`config.mk`:
```
export PLATFORM = sky130hd
export DESIGN_NAME = ps2_key_event_queue
export DESIGN_NICKNAME = d
export VERILOG_FILES = /design/src/rtl/ps2_key_event_queue.sv
export SDC_FILE = /design/constraint.sdc
export NUM_CORES = 1
export LEC_CHECK = 0
export CELL_PAD_IN_SITES_DETAIL_PLACEMENT = 1
export CELL_PAD_IN_SITES_GLOBAL_PLACEMENT = 1
export CORE_MARGIN = 2
export CORE_UTILIZATION = 53
export DETAILED_ROUTE_END_ITERATION = 7
export MAX_ROUTING_LAYER = met4
export PLACE_DENSITY = 0.93
export SYNTH_ARGS = -nofsm -noshare
export SYNTH_HDL_FRONTEND = slang
export SYNTH_SLANG_ARGS = --single-unit
```
`constraint.sdc`:
```
create_clock -name Clk -period 6.2 [get_ports Clk]
set_input_delay 0.62 -clock Clk [delete_from_list [all_inputs] [get_ports Clk]]
set_output_delay 0.62 -clock Clk [all_outputs]
set_load 0.1 [all_outputs]
```
`src/rtl/ps2_key_event_queue.sv`:
```
// rtl/ps2_key_event_queue.sv - PS/2 receiver with make/break decoder, event FIFO and held-key bitmap
module ps2_key_event_queue #(
    parameter int                     FIFO_DEPTH      = 8,
    parameter int                     NUM_TRACK       = 4,
    parameter logic [NUM_TRACK*8-1:0] TRACK_CODES     = {NUM_TRACK{8'h00}},
    parameter int                     TIMEOUT_CYC     = 50000,
    parameter bit                     SUPPRESS_REPEAT = 1'b1
) (
    input  logic                          Clk,
    input  logic                          Reset_n,
    input  logic                          psClk,
    input  logic                          psData,
    input  logic                          rd_en,
    input  logic                          clr_ovf,
    output logic                          evt_valid,
    output logic [15:0]                   evt_code,
    output logic                          evt_press,
    output logic [$clog2(FIFO_DEPTH):0]   fifo_count,
    output logic                          overflow,
    output logic                          parity_err,
    output logic [NUM_TRACK-1:0]          held
);

    localparam int AW = $clog2(FIFO_DEPTH);
    localparam int TW = $clog2(TIMEOUT_CYC + 1);
    localparam logic [AW:0]   DEPTH_C = (AW+1)'(FIFO_DEPTH);
    localparam logic [TW-1:0] TO_LAST = TW'(TIMEOUT_CYC - 1);

    localparam logic [1:0] S_IDLE   = 2'd0;
    localparam logic [1:0] S_DATA   = 2'd1;
    localparam logic [1:0] S_PARITY = 2'd2;
    localparam logic [1:0] S_STOP   = 2'd3;

    logic          ps_clk_s1, ps_clk_s2, ps_clk_d;
    logic          ps_data_s1, ps_data_s2;
    logic          fall;
    logic [1:0]    state;
    logic [2:0]    bit_cnt;
    logic [7:0]    shift_q;
    logic          par_q;
    logic [TW-1:0] to_cnt;
    logic          byte_done;

    logic                 ext_q, brk_q;
    logic                 is_e0, is_f0, is_drop, is_evt, suppress, wr;
    logic [NUM_TRACK-1:0] match;
    logic [16:0]          wr_data;

    logic [16:0]   mem [FIFO_DEPTH];
    logic [AW-1:0] wr_ptr, rd_ptr;
    logic          full, pop, push, drop;

    // Two-flop synchronisers; psClk history resets high so reset release never looks like a fall
    always_ff @(posedge Clk) begin
        if (!Reset_n) begin
            ps_clk_s1  <= 1'b1;
            ps_clk_s2  <= 1'b1;
            ps_clk_d   <= 1'b1;
            ps_data_s1 <= 1'b1;
            ps_data_s2 <= 1'b1;
        end else begin
            ps_clk_s1  <= psClk;
            ps_clk_s2  <= ps_clk_s1;
            ps_clk_d   <= ps_clk_s2;
            ps_data_s1 <= psData;
            ps_data_s2 <= ps_data_s1;
        end
    end

    assign fall = ps_clk_d & ~ps_clk_s2;

    // Frame FSM stepped by psClk falls, with an inactivity timeout that silently aborts a frame
    always_ff @(posedge Clk) begin
        if (!Reset_n) begin
            state      <= S_IDLE;
            bit_cnt    <= 3'd0;
            shift_q    <= 8'd0;
            par_q      <= 1'b0;
            to_cnt     <= '0;
            byte_done  <= 1'b0;
            parity_err <= 1'b0;
        end else begin
            byte_done  <= 1'b0;
            parity_err <= 1'b0;
            if (fall) begin
                to_cnt <= '0;
                case (state)
                    S_IDLE: begin
                        if (!ps_data_s2) begin
                            state   <= S_DATA;
                            bit_cnt <= 3'd0;
                        end
                    end
                    S_DATA: begin
                        shift_q <= {ps_data_s2, shift_q[7:1]};
                        bit_cnt <= bit_cnt + 3'd1;
                        if (bit_cnt == 3'd7) state <= S_PARITY;
                    end
                    S_PARITY: begin
                        par_q <= ps_data_s2;
                        state <= S_STOP;
                    end
                    default: begin
                        if (ps_data_s2 && (^{par_q, shift_q})) byte_done  <= 1'b1;
                        else                                   parity_err <= 1'b1;
                        state <= S_IDLE;
                    end
                endcase
            end else if (state != S_IDLE) begin
                if (to_cnt == TO_LAST) begin
                    state  <= S_IDLE;
                    to_cnt <= '0;
                end else begin
                    to_cnt <= to_cnt + TW'(1);
                end
            end else begin
                to_cnt <= '0;
            end
        end
    end

    // Byte classification and tracked-key match; shift_q holds the byte while byte_done is high
    always_comb begin
        is_e0   = (shift_q == 8'hE0);
        is_f0   = (shift_q == 8'hF0);
        is_drop = (shift_q == 8'hFA) || (shift_q == 8'hAA) || (shift_q == 8'hEE) ||
                  (shift_q == 8'hFE) || (shift_q == 8'h00) || (shift_q == 8'hFF);
        is_evt  = byte_done && !is_e0 && !is_f0 && !is_drop;
        match   = '0;
        for (int i = 0; i < NUM_TRACK; i++) begin
            match[i] = !ext_q && (shift_q == TRACK_CODES[8*i +: 8]);
        end
        suppress = SUPPRESS_REPEAT && !brk_q && (|(match & held));
        wr       = is_evt && !suppress;
        wr_data  = {(ext_q ? 8'hE0 : 8'h00), shift_q, ~brk_q};
    end

    // Prefix flags and held-key bitmap
    always_ff @(posedge Clk) begin
        if (!Reset_n) begin
            ext_q <= 1'b0;
            brk_q <= 1'b0;
            held  <= '0;
        end else if (byte_done) begin
            if (is_e0) begin
                ext_q <= 1'b1;
            end else if (is_f0) begin
                brk_q <= 1'b1;
            end else if (!is_drop) begin
                ext_q <= 1'b0;
                brk_q <= 1'b0;
                if (brk_q) held <= held & ~match;
                else       held <= held | match;
            end
        end
    end

    assign full = (fifo_count == DEPTH_C);
    assign pop  = rd_en && (fifo_count != '0);
    assign push = wr && (!full || pop);
    assign drop = wr && full && !pop;

    // Event storage, written only when the entry will be kept
    always_ff @(posedge Clk) begin
        if (push) mem[wr_ptr] <= wr_data;
    end

    // Queue pointers, occupancy and sticky overflow (a drop beats clr_ovf)
    always_ff @(posedge Clk) begin
        if (!Reset_n) begin
            wr_ptr     <= '0;
            rd_ptr     <= '0;
            fifo_count <= '0;
            overflow   <= 1'b0;
        end else begin
            if (push) wr_ptr <= wr_ptr + AW'(1);
            if (pop)  rd_ptr <= rd_ptr + AW'(1);
            if (push && !pop)      fifo_count <= fifo_count + (AW+1)'(1);
            else if (pop && !push) fifo_count <= fifo_count - (AW+1)'(1);
            if (drop)         overflow <= 1'b1;
            else if (clr_ovf) overflow <= 1'b0;
        end
    end

    assign evt_valid = (fifo_count != '0);
    assign evt_code  = evt_valid ? mem[rd_ptr][16:1] : 16'h0000;
    assign evt_press = evt_valid ? mem[rd_ptr][0]    : 1'b0;

endmodule

```
==> results.py <==
metrics = {
    "finish": {
        "utilization_pct": 63.9,
        "num_antenna_cells": 0,
        "fillerInstances": 1048,
        "drive_gt1_share_pct": 15.5,
        "design_area_sq_mm": 0.00686,
        "final_nets": 507,
        "syn2layout_area_growth_pct": 18.6,
    },
    "drt": {
        "via_per_inst": 5.75,
        "drc": 0,
        "wl_per_cell_microns": 22.1,
        "ant_nets": 0,
        "first_iter_violations": 267,
        "routed_wl_microns": 13900,
        "first_pass_iters": 5,
        "dr_total_vias": 3622,
    },
    "worst_hold_path": {
        "hold_start": "ps_data_s1",
        "min_path_cells": 1,
        "hold_path_class": "flip-flop to flip-flop",
        "whs_endpoint": "ps_data_s2",
    },
    "placement": {
        "dpl_cell_area_sq_mm": 0.00623,
        "hpwl_microns": 8520,
        "gp_congestion": 0.787,
        "port_buffers": 28,
    },
    "cts": {
        "clkSlewWorstSetupHoldPaths_ns": 0.06,
        "cts.sinks": 134,
        "cts_tree": "yes",
        "cts_resized": 0,
        "numCtsBuffers": 17,
        "postCtsHoldBufs": 0,
        "cts_max_level": 4,
        "root_buffer": "clkbuf_8",
        "post_cts_buffers": 0,
        "clock_latency_ns": 0.53,
        "clockBufferDepth": 2,
    },
    "setup_path": {
        "crit_path_end_kind": "output port",
        "arrival_ns": 3.30,
        "crit_family": "buffers and inverters",
        "r2r_slack_ns": 2.35,
        "cp_num_buf_inv": 1,
        "cp_max_fo": 20,
        "worstRegToRegCells": 15,
        "reg2reg_to": "fifo_count[3]",
        "critical_path.max_stage_delay_ns": 1.17,
        "r2r_start": "shift_q[4]",
        "path_class": "flip-flop to output port",
        "worst_setup_path_start_kind": "flip-flop",
        "worstPathRequired_ns": 5.58,
        "worst_path_max_delay_cell": "clkdlybuf4s50_1",
        "crit_chain": "mux4_2 > mux2i_1 > nor2_1 > clkdlybuf4s50_1",
    },
    "grt": {
        "grt_usage_pct": 27.0,
        "grt_overflow": 0,
        "grt_max_degree": 41,
        "grt_pass1_vias": 3892,
        "antenna_found_initial": 0,
        "grt_pass1_wl_microns": 22000,
    },
    "synthesis": {
        "synthTopCellsByArea": "edfxtp_1 42%, dfxtp_1 19%, mux4_2 7.8%",
        "synth.largest_area_cell": "edfxtp_1",
        "ys_async_sr_fraction_pct": 0,
        "synth_edf_count": 80,
        "syn_avg_cell_area_sq_um": 13.1,
        "synth_cell_type_count": 48,
        "synth_ff_type": "edfxtp_1",
        "syn_area_sq_mm": 0.00579,
        "syn_inst": 443,
        "synthTopCellsByCount": "80 x edfxtp_1, 54 x dfxtp_1, 35 x nand2_1, 35 x nor2_1, 23 x ha_1",
        "ys_seq_area_share_pct": 60.2,
        "yosysMostFrequentCell": "edfxtp_1",
        "ys_seq_elements": 134,
        "synth_warnings": 0,
        "synth_top_area_share_pct": 41.5,
    },
    "sta": {
        "setup_tns_ns": 0,
        "worst_slew_pin_slew_ns": 1.09,
        "fin_crit_sh_pct": 63.2,
        "drv_slew": 0,
        "min_period_ns": 3.92,
        "finalSetupViolCount": 0,
        "fmax_mhz": 255,
        "hold_violations": 0,
        "relSlewSlack_pct": 26.8,
        "skew_ns": 0.0124,
        "rsz0062_at_grt": "false",
    },
    "power_and_ir_drop": {
        "cellLeakagePower_nw": 2.29,
        "power_density_mw_per_mm2": 457,
        "ir_drop_mv": 0.561,
    },
    "floorplanning": {
        "die_x_microns": 108,
        "die_h_microns": 108,
        "std_cell_rows": 38,
        "core_sq_mm": 0.0107,
        "die_area_sq_mm": 0.0118,
        "io_pins": 34,
        "start_util_pct": 53.9,
    },
    "job": {
        "max-cap-violations": 0,
    },
    "run_status": {
        "status": "finished clean",
    },
}
## through the flow
step / setup slack, ns / power, W / cells / hold slack [ns]
2_1_floorplan: 2.31 / 0.00185 / 447 / 0.386
3_3_place_gp: 2.87 / 0.00204 / 598 / 0.391
3_5_place_dp: 2.58 / 0.00208 / 598 / 0.396
4_1_cts: 2.23 / 0.00316 / 630 / 0.413
5_1_grt: 2.06 / 0.00322 / 630 / 0.427
6_report: 2.28 / 0.00314 / 630 / 0.409
## area by class of cell
cell class	instances	area (sq um)	area share [%]
flip-flops and latches	134	3480	50.8
clock buffers	23	457	6.65
clock inverters	9	174	2.53
inverters	20	75.1	1.09
repair buffers	37	348	5.07
multi-input cells	267	2150	31.3
well taps	140	175	2.55
## worst max path at each step
stage,from,endpoint,slack (ns),depth (start not counted)
after floorplan,fifo_count[0],evt_code[14],2.31,4
after global placement,shift_q[4],fifo_count[3],2.87,15
after detailed placement,shift_q[4],fifo_count[3],2.58,15
after CTS,flip-flop,evt_code[15],2.23,4
after global routing,shift_q[4],fifo_count[3],2.06,15
final,flip-flop,evt_code[15],2.28,4
## state kept, by name (all words and copies together), names as in the netlist, 2 cells and up, named ones only
| name | flops |
|---|---|
| mem | 80 |
| wr_ptr | 3 |
| shift_q | 8 |
| fifo_count | 4 |
| state | 2 |
| bit_cnt | 3 |
| rd_ptr | 3 |
| to_cnt | 16 |
## logic make-up after synthesis
family	after synthesis	share of synthesized area, %
and+or+nand+nor	144	12.6
buffers and inverters	46	3.81
muxes	36	10.6
adders and majority gates	24	5.32
DFF	134	60.2
other	1	0.0648
xor gates and xnor gates	23	3.48
AOI/OAI and AO/OA	35	3.94
## cell usage in the layout (no fill, tap or decap), types with 7 or more instances in the layout
master / instances
inv_1: 20
a21boi_0: 10
a21oi_1: 8
dfxtp_1: 54
clkbuf_16: 16
mux4_2: 20
xnor2_1: 15
xor2_1: 8
o21ai_0: 8
and2_1: 8
nand2_1: 35
buf_4: 9
clkdlybuf4s50_1: 28
nor2b_1: 7
nand2b_1: 7
mux2i_1: 16
ha_1: 23
nand3_1: 22
nor2_1: 35
edfxtp_1: 80
## routing by layer
metal  vias up  wire length, microns  track usage (%)
met5         -                     0                -
met4         0                   358             11.3
met3        28                   640             6.63
met2       123                  7440             46.0
met1      1825                  5500             30.3
li1       1646                     -                -
## worst register-to-register path, cell delays in order (launching register included)
cell	delay, ns
dfxtp_1	0.61
inv_1	0.17
ha_1	0.29
o2111ai_1	0.20
nand3_1	0.15
nor3_4	0.25
nand3_2	0.31
inv_1	0.24
ha_1	0.24
inv_1	0.11
ha_1	0.28
a21o_1	0.17
a21oi_1	0.18
xnor2_1	0.11
or3_1	0.33
a21boi_0	0.16
## power breakdown
group | internal (W) | leakage [nW] | switching, W
Sequential | 0.000953 | 1.18 | 0.0000369
Combinational | 0.000263 | 0.800 | 0.000807
Clock | 0.000714 | 0.310 | 0.000361
(Power assumes the default switching activity.)
